File: config.mk
export PLATFORM = sky130hd
export DESIGN_NAME = ring_link_arbiter
export DESIGN_NICKNAME = d
export VERILOG_FILES = /design/src/rtl/ring_arb_pkg.sv /design/src/rtl/ring_arb_sat_cnt.sv /design/src/rtl/ring_link_arbiter.sv
export SDC_FILE = /design/constraint.sdc
export NUM_CORES = 1
export LEC_CHECK = 0
export ABC_AREA = 0
export CAP_MARGIN = 30
export CORE_UTILIZATION = 30
export DETAILED_ROUTE_END_ITERATION = 8
export PLACE_DENSITY = 0.74
export SLEW_MARGIN = 20
export SYNTH_ARGS = -nofsm -noshare
export SYNTH_HDL_FRONTEND = slang
export SYNTH_HIERARCHICAL = 1
export SYNTH_SLANG_ARGS = --single-unit
File: constraint.sdc
create_clock -name clk -period 2 [get_ports clk]
set_clock_uncertainty 0.05 [all_clocks]
set_input_delay 0.3 -clock clk [delete_from_list [all_inputs] [get_ports clk]]
set_output_delay 0.3 -clock clk [all_outputs]
set_load 0.02 [all_outputs]
File: src/rtl/ring_arb_pkg.sv
// ---------------------------------------------------------------------------
// ring_arb_pkg
// Shared types and helpers for the ring link arbiter slice.
//   arb_state_e : packet-lock FSM states (IDLE, LOCK_RING, LOCK_LOC)
//   arb_sel_e   : combinational source select (none / RING / LOCAL)
//   flitIsTail  : returns the tail flag (bit width-1) of a flit
//   STAT_W      : width of the optional packet statistics counters
// ---------------------------------------------------------------------------
package ring_arb_pkg;

  localparam int STAT_W     = 16;
  localparam int FLIT_MAX_W = 64;

  typedef enum logic [1:0] {
    IDLE      = 2'd0,
    LOCK_RING = 2'd1,
    LOCK_LOC  = 2'd2
  } arb_state_e;

  typedef enum logic [1:0] {
    SEL_NONE = 2'd0,
    SEL_RING = 2'd1,
    SEL_LOC  = 2'd2
  } arb_sel_e;

  // Flits narrower than FLIT_MAX_W are zero-extended by the caller; the
  // tail flag always sits in the flit's own top bit.
  function automatic logic flitIsTail(input logic [FLIT_MAX_W-1:0] flit,
                                      input int unsigned            width);
    logic [5:0] tail_idx;
    tail_idx = 6'(width - 1);
    return flit[tail_idx];
  endfunction

endpackage

File: src/rtl/ring_arb_sat_cnt.sv
// ---------------------------------------------------------------------------
// ring_arb_sat_cnt
// Saturating up-counter used for per-source completed-packet statistics.
// Ports:
//   clk   in  1  clock
//   i_clr in  1  synchronous clear (highest priority)
//   i_inc in  1  increment by one, holds at all-ones
//   o_cnt out W  current count
// ---------------------------------------------------------------------------
module ring_arb_sat_cnt
  import ring_arb_pkg::*;
#(
  parameter int W = STAT_W
) (
  input  logic         clk,
  input  logic         i_clr,
  input  logic         i_inc,
  output logic [W-1:0] o_cnt
);

  logic [W-1:0] r_cnt;

  always_ff @(posedge clk) begin
    if (i_clr) begin
      r_cnt <= '0;
    end else if (i_inc && (r_cnt != {W{1'b1}})) begin
      r_cnt <= r_cnt + W'(1);
    end
  end

  assign o_cnt = r_cnt;

endmodule

File: src/rtl/ring_link_arbiter.sv
// ---------------------------------------------------------------------------
// ring_link_arbiter
// Shares one ring output link between ring pass-through (RING) and local
// injection (LOCAL). Arbitration is packet-locked and weighted: RING may win
// up to RING_WEIGHT consecutive packets while LOCAL waits, then LOCAL gets
// one packet. FIFO read enables are driven straight from the link handshake,
// so no flit storage lives here.
//
// Optional feature macro: RING_LINK_ARB_STAT_EN
//   When defined, adds oRingPktCnt / oLocPktCnt (16-bit saturating counts of
//   completed packets per source, cleared by rst).
//
// Ports:
//   clk          in   1      clock
//   rst          in   1      synchronous active-high reset
//   iRingEmpty   in   1      RING FIFO empty
//   iRingDat     in   WIDTH  RING FIFO head flit
//   oRingRdEn    out  1      pop RING FIFO
//   iLocEmpty    in   1      LOCAL FIFO empty
//   iLocDat      in   WIDTH  LOCAL FIFO head flit
//   oLocRdEn     out  1      pop LOCAL FIFO
//   oLinkVld     out  1      oLinkDat valid
//   oLinkDat     out  WIDTH  flit to downstream link
//   iLinkRdy     in   1      downstream ready
//   oBusy        out  1      packet lock held
//   oRingPktCnt  out  16     (stat build only) RING packets completed
//   oLocPktCnt   out  16     (stat build only) LOCAL packets completed
// ---------------------------------------------------------------------------
module ring_link_arbiter
  import ring_arb_pkg::*;
#(
  parameter int WIDTH       = 8,
  parameter int RING_WEIGHT = 2
) (
  input  logic             clk,
  input  logic             rst,
  input  logic             iRingEmpty,
  input  logic [WIDTH-1:0] iRingDat,
  output logic             oRingRdEn,
  input  logic             iLocEmpty,
  input  logic [WIDTH-1:0] iLocDat,
  output logic             oLocRdEn,
  output logic             oLinkVld,
  output logic [WIDTH-1:0] oLinkDat,
  input  logic             iLinkRdy,
  output logic             oBusy
`ifdef RING_LINK_ARB_STAT_EN
  ,
  output logic [STAT_W-1:0] oRingPktCnt,
  output logic [STAT_W-1:0] oLocPktCnt
`endif
);

  localparam int                CRED_W   = $clog2(RING_WEIGHT + 1);
  localparam logic [CRED_W-1:0] CRED_MAX = CRED_W'(RING_WEIGHT);

  arb_state_e        r_state;
  arb_state_e        w_stateNxt;
  logic [CRED_W-1:0] r_credit;
  logic [CRED_W-1:0] w_creditNxt;
  arb_sel_e          w_sel;
  logic              w_vld;
  logic [WIDTH-1:0]  w_selDat;
  logic              w_xfer;
  logic              w_tail;

  // Source select. Forcing SEL_NONE during reset zeroes every output,
  // including the data path, without a separate output mux.
  always_comb begin
    w_sel = SEL_NONE;
    case (r_state)
      IDLE: begin
        if (!iRingEmpty && !iLocEmpty) begin
          w_sel = (r_credit != '0) ? SEL_RING : SEL_LOC;
        end else if (!iRingEmpty) begin
          w_sel = SEL_RING;
        end else if (!iLocEmpty) begin
          w_sel = SEL_LOC;
        end
      end
      LOCK_RING: w_sel = SEL_RING;
      LOCK_LOC:  w_sel = SEL_LOC;
      default:   w_sel = SEL_NONE;
    endcase
    if (rst) begin
      w_sel = SEL_NONE;
    end
  end

  // Valid depends only on state and FIFO status, never on iLinkRdy.
  always_comb begin
    w_vld    = 1'b0;
    w_selDat = '0;
    case (w_sel)
      SEL_RING: begin
        w_vld    = !iRingEmpty;
        w_selDat = iRingDat;
      end
      SEL_LOC: begin
        w_vld    = !iLocEmpty;
        w_selDat = iLocDat;
      end
      default: begin
        w_vld    = 1'b0;
        w_selDat = '0;
      end
    endcase
  end

  assign w_xfer = w_vld & iLinkRdy;
  assign w_tail = flitIsTail(FLIT_MAX_W'(w_selDat), WIDTH);

  // Next state and credit only move on an actual transfer.
  always_comb begin
    w_stateNxt  = r_state;
    w_creditNxt = r_credit;
    if (w_xfer) begin
      if (w_tail) begin
        w_stateNxt = IDLE;
        // RING keeps spending credit only while LOCAL is actually waiting.
        if ((w_sel == SEL_RING) && !iLocEmpty) begin
          w_creditNxt = (r_credit == '0) ? '0 : (r_credit - CRED_W'(1));
        end else begin
          w_creditNxt = CRED_MAX;
        end
      end else if (r_state == IDLE) begin
        w_stateNxt = (w_sel == SEL_RING) ? LOCK_RING : LOCK_LOC;
      end
    end
  end

  always_ff @(posedge clk) begin
    if (rst) begin
      r_state  <= IDLE;
      r_credit <= CRED_MAX;
    end else begin
      r_state  <= w_stateNxt;
      r_credit <= w_creditNxt;
    end
  end

  assign oLinkVld  = w_vld;
  assign oLinkDat  = w_selDat;
  assign oRingRdEn = w_xfer && (w_sel == SEL_RING);
  assign oLocRdEn  = w_xfer && (w_sel == SEL_LOC);
  assign oBusy     = !rst && (r_state != IDLE);

`ifdef RING_LINK_ARB_STAT_EN
  logic w_ringDone;
  logic w_locDone;

  assign w_ringDone = oRingRdEn && w_tail;
  assign w_locDone  = oLocRdEn && w_tail;

  ring_arb_sat_cnt #(.W(STAT_W)) u_ringPktCnt (
    .clk   (clk),
    .i_clr (rst),
    .i_inc (w_ringDone),
    .o_cnt (oRingPktCnt)
  );

  ring_arb_sat_cnt #(.W(STAT_W)) u_locPktCnt (
    .clk   (clk),
    .i_clr (rst),
    .i_inc (w_locDone),
    .o_cnt (oLocPktCnt)
  );
`endif

endmodule

### Word-level counts from Yosys, hierarchy flattened

Index checks and enable logic that the tools add are counted.

| storage, ports and cells | value |
|---|---|
| register bits after elaboration | 4 |
| bits of input ports | 21 |
| output and inout port bits | 12 |
| word-level logic and storage cells | 36 |

| operators by class | value |
|---|---|
| add/sub/neg operators | 1 |
| equal/unequal tests | 4 |
| multiplexer cells | 13 |
| bitwise logic cells | 1 |
| reductions and logical operators | 15 |

Operators with widths:

| kind | number |
|---|---|
| $mux W2 | 10 |
| $pmux W8 S2 | 1 |
| $pmux W2 S3 | 1 |
| $reduce_bool A2 Y1 | 3 |
| $logic_and A1 B1 Y1 | 5 |
| $eq A2 B1 Y1 const B | 2 |
| $eq A2 B2 Y1 const B | 2 |
| $logic_not A2 Y1 | 2 |
| $reduce_and A2 Y1 | 2 |
| $logic_not A1 Y1 | 3 |
| $pmux W1 S2 | 1 |
| $sub A2 B1 Y2 const B | 1 |
| $and A1 B1 Y1 | 1 |

### Logic depth before layout (Yosys ltp)

Gate-level depths: netlist of the first run.

| logic depth | value |
|---|---|
| word-level depth | 9 |
| mapped depth | 8 |
| mapped depth without buffers | 7 |

### Worst setup path after synthesis of the first run

No wires, ideal clock.

| timing | value |
|---|---|
| path kind | register -> output |
| start point | register r_credit[0] |
| end point | output port oLocRdEn |
| arrival | 1.862 ns |
| required time | 1.650 ns |
| path slack | -0.212 ns |
| cell stages (with the launch flop) | 8 |
| buffers on the path | 0 |
| path through | dfxtp_1 nor4_2 nor3_1 or3_1 ha_1 nand2b_1 a21oi_1 and2_1 |

| between the ends | value |
|---|---|
| cells in the longest elaborated chain, start to end | 9 |
| elaborated cells between the ends (all ways) | 10 |
| those cells by class | 2 x eq/ne; 5 x mux; 1 x bitwise; 2 x reduce/logical |

Ends and longest elaborated chain:

| what | line | text |
|---|---|---|
| start, declared | ring_link_arbiter.sv:59 | `logic [CRED_W-1:0] r_credit;` |
| start signal, assigned | ring_link_arbiter.sv:138 | `r_credit <= w_creditNxt;` |
| $reduce_bool A2 Y1 (*) | ring_link_arbiter.sv:74 | `w_sel = (r_credit != '0) ? SEL_RING : SEL_LOC;` |
| $mux W2 (*) | ring_link_arbiter.sv:74 |  |
| $mux W2 (*) | ring_link_arbiter.sv:73 | `if (!iRingEmpty && !iLocEmpty) begin` |
| $pmux W2 S3 (*) | ring_link_arbiter.sv:71 | `case (r_state)` |
| $mux W2 (*) | ring_link_arbiter.sv:85 | `if (rst) begin` |
| $eq A2 B2 Y1 / $eq A2 B1 Y1 (equally long branches) | ring_link_arbiter.sv:94, ring_link_arbiter.sv:145 |  |
| $pmux W1 S2 | ring_link_arbiter.sv:94 | `case (w_sel)` |
| $and A1 B1 Y1 | ring_link_arbiter.sv:110 | `assign w_xfer = w_vld & iLinkRdy;` |
| $logic_and A1 B1 Y1 (*) | ring_link_arbiter.sv:145 | `assign oLocRdEn = w_xfer && (w_sel == SEL_LOC);` |
| end, declared | ring_link_arbiter.sv:42 | `output logic oLocRdEn,` |

Mark *: on every way between the ends. The rest lies on a longest branch, timed or not.

### Worst setup path in the final report of the first run

| timing | value |
|---|---|
| start point | input port rst |
| end point | output port oLocRdEn |

| between the ends | value |
|---|---|
| cells in the longest elaborated chain, start to end | 5 |
| elaborated cells between the ends (all ways) | 6 |
| those cells by class | 2 x eq/ne; 2 x mux; 1 x bitwise; 1 x reduce/logical |

Ends and longest elaborated chain:

| what | line | text |
|---|---|---|
| start, declared | ring_link_arbiter.sv:36 | `input logic rst,` |
| $mux W2 (*) | ring_link_arbiter.sv:85 |  |
| $eq A2 B2 Y1 / $eq A2 B1 Y1 (equally long branches) | ring_link_arbiter.sv:94, ring_link_arbiter.sv:145 |  |
| $pmux W1 S2 | ring_link_arbiter.sv:94 |  |
| $and A1 B1 Y1 | ring_link_arbiter.sv:110 |  |
| $logic_and A1 B1 Y1 (*) | ring_link_arbiter.sv:145 |  |

Marks and branches as above.

==> results.rst, run 1 <==
.. list-table::
   :header-rows: 1

   * - Metric
     - Value
   * - Result of the run
     - finished, violations left
   * - Violated checks
     - setup timing
   * - Total congestion overflow after global routing
     - 0
   * - Core Region
     - 1366 um^2
   * - Clock latency reported for the late side of the worst-skew pair
     - 230 ps
   * - Antenna violations before repair
     - 0
   * - Max-cap check violation count
     - 0
   * - Reg-to-reg startpoint
     - r_credit[1]$_SDFFE_PP1P_
   * - Length in cells of the worst reg-to-reg path
     - 8
   * - Hold EP
     - r_credit[0]$_SDFFE_PP0P_
   * - Area of all sequential standard cells
     - 82.58 um^2
   * - Largest delay share family, worst path
     - buffers and inverters
   * - Final period util
     - 1.273
   * - Critical path class
     - in2out
   * - Main combinational cell family by area after synthesis
     - compound AO/OA/AOI/OAI gates
   * - Worst-case register-to-register setup slack
     - -310 ps
   * - Wire per inst
     - between 20 and 25 um
   * - Area taken by multi-input logic gates
     - 574.3 um^2
   * - Clock tree from TritonCTS
     - yes
   * - Area enclosed by the die boundary
     - 1713 um^2
   * - Top cell by count, worst path
     - buf_6
   * - Adder and majority gate portion of the synthesized area
     - 0.05376
   * - Ordered list of cells on the worst path
     - clkdlybuf4s50_1, nor2_1, o21a_1, ha_4, buf_6, nand2b_4, a21oi_2, and2_4, buf_6
   * - Static leakage power
     - ~0.53 nW
   * - Startpoint kind of the worst setup timing path
     - primary input
   * - Synth Cell Area
     - about 470 um^2
   * - Post-DP HPWL
     - 1346 um
   * - Antenna Diode Count
     - 0
   * - Depth of the CTS H-tree
     - 1
   * - Pin count of the biggest net entering global routing
     - 9
   * - Fillers
     - 30
   * - Vias in the first global route
     - 612
   * - Slowest stage delay, CP
     - ~500 ps
   * - Worst EP required
     - approximately 1700 ps
   * - Pre-Repair DR Iteration Count
     - 4
   * - Synth Net Count
     - 84
   * - Residual DRC
     - 0
   * - Endpoint of the most critical register-to-register path
     - r_credit[1]$_SDFFE_PP1P_
   * - Signed area change from the synthesized netlist to the final layout
     - 180.1%
   * - Total of flip-flops plus latches after synthesis
     - 4
   * - Parity-gate share of the synthesized area counting xor and xnor cells
     - 0
   * - WHS Path Cells
     - 3
   * - Iteration-0 DRC Markers
     - 14
   * - Starting density of the core
     - 0.3407
   * - Fin util
     - 0.9542
   * - Syn Area/Cell
     - approximately 7.6 um^2
   * - Final number of setup-violating endpoints
     - 15
   * - Proportion of layout cells with a drive suffix above 1
     - 0.6529
   * - Wire length of the first global-routing pass
     - 2663 um
   * - Simple-gate portion of the synthesized area
     - 0.3387
   * - Global placement routability congestion
     - between 0.7 and 0.8
   * - Total power
     - 0.0004178 W
   * - Clock sink count
     - 4
   * - Sequential area share after synthesis
     - 0.1720
   * - Floorplan die width
     - about 41 um
   * - RSZ-0062 raised after global routing
     - yes
   * - Ys Warns
     - 6
   * - Data arrival time of the critical path
     - 2200 ps
   * - Final WS setup
     - -546.1 ps
   * - Clk Tree Root Cell
     - clkbuf_4
   * - Area fraction in compound gates after synthesis
     - 0.3575
   * - Die Ht
     - ~41 um
   * - TritonCTS Buffers
     - 3
   * - Worst ir drop on vdd
     - around 0.00038 V
   * - Hold-fix buffer count after cts
     - 0
   * - Biggest fanout along the worst timing path
     - 6
   * - Worst hold slack across all endpoints
     - ~600 ps
   * - Number of nets with antenna violations after detailed routing
     - 0
   * - Startpoint of the tightest hold check path
     - r_credit[0]$_SDFFE_PP0P_
   * - Deepest clock path buffer count
     - 2
   * - Type of destination of the critical path
     - output pin
   * - Fmax
     - 392.8 MHz
   * - Total routed wirelength
     - 2993 um
   * - Max-slew violation count
     - 0
   * - Number of nets in the finished design
     - 146
   * - Number of placement rows
     - 13
   * - Power density cells
     - 320.5 nW/um^2
   * - Clock transition time at the flip-flop clock pins of the worst setup and hold paths
     - around 30 ps
   * - Total buffers and inverters traversed by the critical path
     - 3
   * - Top Ports
     - 33
   * - # port buffers
     - 32
   * - All-Layer GR Usage
     - 0.2390
   * - Number of unique standard cell types used by synthesis
     - 30
   * - Final Hold Fails
     - 0
   * - Classification of the worst-slack hold path
     - reg2reg
   * - Worst relative slew slack
     - 0.8246
   * - Pre-CTS worst setup slack
     - -1166 ps
   * - Least-Margin Pin Slew
     - 263.1 ps
   * - Via total after detailed routing
     - between 700 and 800
   * - Via density per instance
     - 5.809
   * - Gate count after technology mapping
     - 61
   * - Multiplexer area fraction after synthesis
     - 0.02151
   * - Final critical-path required period
     - 2546 ps
   * - Master of the slowest instance on the critical path
     - clkdlybuf4s50_1
==> worst max path at each step <==
stage / slack, ps / to / depth (start not counted) / startpoint
floorplan: -30 / oLocRdEn / 7 / r_credit[1]$_SDFFE_PP1P_
global placement: -1100 / oRingRdEn / 9 / iRingEmpty
detailed placement: -1170 / oLocRdEn / 9 / iRingEmpty
CTS: -450 / oLocRdEn / 8 / r_credit[0]$_SDFFE_PP0P_
global route: -590 / oLocRdEn / 9 / rst
finish: -550 / oLocRdEn / 9 / rst
==> area by class of cell <==
| type | count | area share |
|---|---|---|
| clock buffer | 3 | 0.01727 |
| inverter | 2 | 0.005758 |
| multi-input combinational | 52 | 0.4405 |
| sequential | 4 | 0.06334 |
| tap | 15 | 0.01440 |
| timing repair buffer | 60 | 0.4587 |
==> timing repair <==
item	4_1_cts	5_1_grt
pin swaps	10	19
gates resized for setup	69	28
buffers inserted	3	9
gates cloned	0	0
endpoints found under the setup margin	15	16
==> placed cells by master (no fill, tap or decap), drive strengths merged, types with 3 or more instances in the layout <==
cell,n
nand2,4
a22oi,8
clkbuf,3
nand2b,3
buf,39
nor2,12
clkdlybuf4s50,18
dfxtp,4
==> cell usage after synthesis <==
cell / instances / area, um^2
nor2_1: 12 / 45.04
a22oi_1: 7 / 52.55
dfxtp_1: 4 / 80.08
nand2_1: 4 / 15.01
a21oi_1: 2 / 10.01
and2_1: 2 / 12.51
clkbuf_1: 2 / 7.510
ha_1: 2 / 25.02
inv_1: 2 / 7.510
nor2b_1: 2 / 12.51
nor3_1: 2 / 10.01
o32ai_1: 2 / 17.52
a2111oi_2: 1 / 15.01
a211o_1: 1 / 8.760
a211oi_1: 1 / 7.510
a21o_1: 1 / 7.510
a22oi_4: 1 / 21.27
buf_6: 1 / 11.26
mux2i_1: 1 / 10.01
nand2b_1: 1 / 6.260
nand2b_2: 1 / 8.760
nand2b_4: 1 / 13.76
nand4b_1: 1 / 8.760
nor4_2: 1 / 12.51
o21a_1: 1 / 7.510
o21ai_0: 1 / 5.000
o21ai_1: 1 / 5.000
o221ai_1: 1 / 8.760
or2_1: 1 / 6.260
or3_1: 1 / 6.260
==> worst reg2reg max path, stage by stage, from the launching register on <==
cell and delay (ps):
dfxtp_2 320, nor4_4 310, nor3_2 100, or3_4 360, ha_4 270, nand2b_4 150
buf_4 160, a211o_1 290, o221ai_1 200
==> sequential cells by signal, indices dropped and copies added, names as in the netlist <==
register / flops
r_state: 2
r_credit: 2
==> per-layer routing <==
metal	part of all wire	up-vias	routed length, um	GRT usage
met4	0.034	0	102	0.07258
met1	0.37	379	1108	0.2785
met5	0	-	0	0
met2	0.51	50	1539	0.4531
li1	-	349	-	-
met3	0.081	12	243	0.02128
==> power breakdown <==
part / switching [W] / internal (W) / total [W] / leakage, nW
Clock: 0.0000317 / 0.0000670 / 0.0000987 / 0.0138
Sequential: 0.000000903 / 0.0000809 / 0.0000818 / 0.0323
Combinational: 0.000112 / 0.000125 / 0.000237 / 0.486
Total: 0.000144 / 0.000273 / 0.000418 / 0.532
==> cell families after synthesis <==
kind of cell / Yosys count
buf+inv: 5
fa+ha+maj: 2
mux: 1
compound gates: 20
flops: 4
simple gates: 29
==> stage by stage <==
step,setup TNS (ps),area (um^2),cells
2_1_floorplan,-59.76,614.3,61
3_3_place_gp,-14020,1064,124
3_5_place_dp,-14960,1064,124
4_1_cts,-5545,1191,129
5_1_grt,-6862,1304,136
6_report,-6200,1304,136
Note: power is estimated with default switching activity, not from simulation.
==> run 2, diff against run 1 <==
--- a/config.mk
+++ b/config.mk
@@ -8,8 +8,11 @@
 export ABC_AREA = 0
 export CAP_MARGIN = 30
 export CORE_UTILIZATION = 30
+export CTS_CLUSTER_DIAMETER = 150
 export DETAILED_ROUTE_END_ITERATION = 8
+export HOLD_SLACK_MARGIN = 0.1
 export PLACE_DENSITY = 0.74
+export SETUP_SLACK_MARGIN = 0.1
 export SLEW_MARGIN = 20
 export SYNTH_ARGS = -nofsm -noshare
 export SYNTH_HDL_FRONTEND = slang
==> run 2 against run 1 <==
Compared with the run above: the flow now stops in global routing (5_1_grt); synthesized area is the same; synthesized cell count did not move.
==> results.rst, run 2 <==
.. list-table::
   :header-rows: 1

   * - Metric
     - Value
   * - Total of flip-flops plus latches after synthesis
     - 4 (unchanged)
   * - Simple-gate portion of the synthesized area
     - 0.3387 (unchanged)
   * - Area fraction in compound gates after synthesis
     - 0.3575 (unchanged)
   * - Deepest clock path buffer count
     - 2 (unchanged)
   * - Top Ports
     - 33 (unchanged)
   * - Post-DP HPWL
     - 1331 um (-1.1%)
   * - Depth of the CTS H-tree
     - 1 (unchanged)
   * - TritonCTS Buffers
     - 3 (unchanged)
   * - Gate count after technology mapping
     - 61 (unchanged)
   * - Floorplan die width
     - 41.39 um (unchanged)
   * - # port buffers
     - 32 (unchanged)
   * - Stop err
     - [ERROR DPL-0038] Utilization greater than 100%, impossible to legalize
   * - Adder and majority gate portion of the synthesized area
     - 0.05376 (unchanged)
   * - Library cell with the highest instance count after synthesis
     - nor2_1
   * - Result of the run
     - did not finish
   * - Clock sink count
     - 4 (unchanged)
   * - Clk Tree Root Cell
     - clkbuf_4
   * - Top cells by count, synth
     - nor2_1 (12), a22oi_1 (7), dfxtp_1 (4), nand2_1 (4)
   * - Post-synthesis cell type with the largest combined area
     - dfxtp_1
   * - Number of placement rows
     - 13 (unchanged)
   * - Syn Area/Cell
     - 7.630 um^2 (unchanged)
   * - Global placement routability congestion
     - 0.7515 (+0.19%)
   * - Number of flops mapped to enable cells by yosys
     - 0 (unchanged)
   * - Pin count of the biggest net entering global routing
     - 10
   * - Ranking of synthesized cells by area
     - dfxtp_1 (17%), a22oi_1 (11%), nor2_1 (9.7%), ha_1 (5.4%), a22oi_4 (4.6%)
   * - Parity-gate share of the synthesized area counting xor and xnor cells
     - 0 (unchanged)
   * - Kind of the worst endpoint
     - output port
   * - Sequential area share after synthesis
     - 0.1720 (unchanged)
   * - Synth Cell Area
     - 465.4 um^2 (unchanged)
   * - Synth Net Count
     - 84 (unchanged)
   * - Stage where the flow stopped
     - global routing (5_1_grt)
   * - Die Ht
     - 41.39 um (unchanged)
   * - Number of unique standard cell types used by synthesis
     - 30 (unchanged)
   * - Starting density of the core
     - 0.3407 (unchanged)
   * - Ys Warns
     - 6 (unchanged)
   * - Main combinational cell family by area after synthesis
     - compound AO/OA/AOI/OAI gates
   * - Post-synth top area share
     - 0.1720 (unchanged)
   * - Worst Endpoint after GRT Repair
     - oLocRdEn
   * - FFs w/ async S/R, synth
     - 0 (unchanged)
   * - Multiplexer area fraction after synthesis
     - 0.02151 (unchanged)
   * - Primary FF master, synth
     - dfxtp_1
## run 2: cell counts after synthesis
No cell type changed its count.
## run 2: cells by family after synthesis
group,after synthesis
adder cells (fa/ha/maj),2
multiplexers,1
AO/OA/AOI/OAI,20
AND/OR/NAND/NOR,29
buffers and inverters,5
flip-flops,4
## run 2: per-stage QoR
| stage | hold slack, ps | worst slack [ps] | instances | TNS (ps) | area [um^2] |
|---|---|---|---|---|---|
| after floorplan | 411.3 | -28.67 | 61 | -57.34 | 645.6 |
| after global placement | 449.8 | -1078 | 122 | -13650 | 1062 |
| after detailed placement | 461.4 | -1136 | 122 | -14530 | 1062 |
| after CTS | 479.7 | -454.5 | 134 | -5028 | 1270 |
## run 2: timing repair
| action | in CTS |
|---|---|
| setup endpoints to repair | 16 |
| pin swaps | 8 |
| gates resized for setup | 86 |
| hold buffers | 0 |
| setup buffers | 9 |
==> run 3, diff against run 2 <==
--- a/config.mk
+++ b/config.mk
@@ -7,12 +7,10 @@
 export LEC_CHECK = 0
 export ABC_AREA = 0
 export CAP_MARGIN = 30
-export CORE_UTILIZATION = 30
-export CTS_CLUSTER_DIAMETER = 150
+export CORE_AREA = 2 2 63 65
 export DETAILED_ROUTE_END_ITERATION = 8
-export HOLD_SLACK_MARGIN = 0.1
-export PLACE_DENSITY = 0.74
-export SETUP_SLACK_MARGIN = 0.1
+export DIE_AREA = 0 0 65 67
+export PLACE_DENSITY_LB_ADDON = 0.15
 export SLEW_MARGIN = 20
 export SYNTH_ARGS = -nofsm -noshare
 export SYNTH_HDL_FRONTEND = slang
==> constraint.sdc (replaced) <==
create_clock -name clk -period 2.6 [get_ports clk]
set_clock_uncertainty 0.05 [all_clocks]
set_input_delay 0.39 -clock clk [delete_from_list [all_inputs] [get_ports clk]]
set_output_delay 0.39 -clock clk [all_outputs]
set_load 0.02 [all_outputs]
==> run 3 against run 2 <==
Compared with the run above: the flow now finishes without violations.
==> results.rst, run 3 (synthesis results as in run 1) <==
.. list-table::
   :header-rows: 1

   * - Metric
     - Value
   * - Antenna violations before repair
     - 0
   * - Max-slew violation count
     - 0
   * - Critical path class
     - in2out
   * - Startpoint kind of the worst setup timing path
     - primary input
   * - Static leakage power
     - 0.4223 nW
   * - Ordered list of cells on the worst path
     - clkdlybuf4s15_1, buf_4, nor2b_4, nor3_2, or3_4, ha_4, nand2b_4, a21oi_2, and2_1, buf_6
   * - Most frequent cells in the layout
     - clkdlybuf4s50_1 (19), buf_4 (15), nor2_1 (12)
   * - Fillers
     - 404
   * - Total routed wirelength
     - between 1500 and 2000 um
   * - Pre-Repair DR Iteration Count
     - 3
   * - Clk Tree Root Cell
     - clkbuf_8
   * - Number of placement rows
     - 22 (+9)
   * - Fmax
     - 400.3 MHz
   * - Floorplan die width
     - 65 um (+57%)
   * - Worst-case register-to-register setup slack
     - 270 ps
   * - Setup TNS Final
     - 0 ps
   * - Length in cells of the worst reg-to-reg path
     - 10
   * - Clock sink count
     - 4 (unchanged)
   * - Worst relative slew slack
     - 0.7860
   * - Final Hold Fails
     - 0
   * - Number of nets in the finished design
     - roughly 130
   * - Type of destination of the critical path
     - output pin
   * - Master of the slowest instance on the critical path
     - or3_4
   * - TritonCTS Buffers
     - 3 (unchanged)
   * - Residual DRC
     - 0
   * - RSZ-0062 raised after global routing
     - no
   * - Biggest fanout along the worst timing path
     - 3
   * - Number of nets with antenna violations after detailed routing
     - 0
   * - Largest delay share family, worst path
     - simple AND/OR/NAND/NOR gates
   * - Reg-to-reg startpoint
     - r_credit[0]$_SDFFE_PP0P_
   * - Worst hold slack across all endpoints
     - 498.7 ps
   * - Endpoint of the most critical register-to-register path
     - r_credit[1]$_SDFFE_PP1P_
   * - Deepest clock path buffer count
     - 2 (unchanged)
   * - Hold EP
     - r_credit[0]$_SDFFE_PP0P_
   * - Vias in the first global route
     - between 700 and 800
   * - Area enclosed by the die boundary
     - 4355 um^2
   * - Post-DP HPWL
     - 1471 um (+10%)
   * - Data arrival time of the critical path
     - 2060 ps
   * - Iteration-0 DRC Markers
     - 21
   * - Final number of setup-violating endpoints
     - 0
   * - Max-cap check violation count
     - 0
   * - Classification of the worst-slack hold path
     - reg2reg
   * - WHS Path Cells
     - 2
   * - Top Ports
     - 33 (unchanged)
   * - Via total after detailed routing
     - 636
   * - Clock transition time at the flip-flop clock pins of the worst setup and hold paths
     - 30 ps
   * - Clock tree from TritonCTS
     - yes
   * - Final critical-path required period
     - 2498 ps
   * - Wire per inst
     - 11.27 um
   * - Total congestion overflow after global routing
     - 0
   * - Depth of the CTS H-tree
     - 1 (unchanged)
   * - # port buffers
     - 32 (unchanged)
   * - Core Region
     - 3606 um^2
   * - Hold-fix buffer count after cts
     - 0 (unchanged)
   * - Leading cell type in the layout, fill and taps excluded
     - clkdlybuf4s50_1
   * - Via density per instance
     - 4.051
   * - Clock latency reported for the late side of the worst-skew pair
     - 210 ps
   * - Power density cells
     - 300.9 nW/um^2
   * - All-Layer GR Usage
     - 0.08890
   * - Startpoint of the tightest hold check path
     - r_credit[1]$_SDFFE_PP1P_
   * - Worst ir drop on vdd
     - 0.0002350 V
   * - Signed area change from the synthesized netlist to the final layout
     - 114.8%
   * - Proportion of layout cells with a drive suffix above 1
     - 0.4037
   * - Antenna Diode Count
     - 0
   * - Total buffers and inverters traversed by the critical path
     - 3
   * - Final period util
     - 0.9609
   * - Global placement routability congestion
     - 0.6699 (-11%)
   * - Slowest stage delay, CP
     - about 340 ps
   * - Die Ht
     - 67 um (+62%)
   * - Worst EP required
     - 2160 ps
   * - Largest regs
     - r_credit (2), r_state (2)
   * - Result of the run
     - finished, final reports clean
   * - Starting density of the core
     - 0.1291 (-0.2116)
   * - Least-Margin Pin Slew
     - 319.1 ps
   * - Wire length of the first global-routing pass
     - 3042 um
   * - Pin count of the biggest net entering global routing
     - 11
[run 3: timing repair]
item | in CTS | in global routing
pin swaps | 5 | 2
hold endpoints to repair | 0 | 0
endpoints found under the setup margin | 11 | 10
resized for setup | 61 | 4
setup buffers | 1 | 0
[run 3: area by class of cell]
cell class,count,area [um^2],share of cell area
tap,48,60.06,0.06008
sequential,4,80.08,0.08010
multi-input combinational,52,414.1,0.4143
clock buffer,3,41.29,0.04130
timing repair buffer,48,396.6,0.3967
inverter,2,7.507,0.007509
[run 3: worst reg2reg max path: cells and delay by family (launching register included)]
kind / cells / cell delay (ps)
AOI/OAI and AO/OA: 4 / 740
buffers and inverters: 3 / 460
and+or+nand+nor: 2 / 360
DFF: 1 / 330
adders and majority gates: 1 / 260
[run 3: how the worst max path moves through the flow]
| stage | depth (start not counted) | startpoint | slack, ps | endpoint |
|---|---|---|---|---|
| final | 10 | iLocEmpty | 100 | oLocRdEn |
| after global routing | 9 | r_credit[0]$_SDFFE_PP0P_ | 20 | oLinkDat[4] |
| after CTS | 10 | iLocEmpty | 10 | oRingRdEn |
| after detailed placement | 9 | iLocEmpty | -710 | oRingRdEn |
| after global placement | 9 | iLocEmpty | -650 | oLocRdEn |
| after floorplan | 7 | iLocEmpty | 290 | oLocRdEn |
[run 3: metrics by stage]
| stage | util | cells | area (um^2) | worst slack, ps | power, W |
|---|---|---|---|---|---|
| after global placement | 0.2606 | 153 | 939.7 | -650.7 | 0.0001718 |
| after floorplan | - | 61 | 465.4 | 286.9 | 0.0001066 |
| final | 0.2772 | 157 | 999.7 | 101.6 | 0.0003009 |
| after detailed placement | 0.2606 | 153 | 939.7 | -714.7 | 0.0001723 |
| after global routing | 0.2772 | 157 | 999.7 | 16.04 | 0.0003202 |
| after CTS | 0.2765 | 157 | 997.2 | 12.89 | 0.0003063 |
[run 3: per-layer routing]
metal,part of all wire,up-vias,global-route usage
li1,-,327,-
met1,0.41,281,0.09237
met2,0.48,28,0.1753
met3,0.11,0,0.02196
met4,0,0,0.02394
met5,0,-,0
[run 3: power breakdown]
group	total, W	internal [W]	switching (W)	leakage, nW
clock network	0.000126	0.0000983	0.0000275	0.0216
logic	0.000112	0.0000630	0.0000492	0.368
registers	0.0000628	0.0000624	0.000000432	0.0323
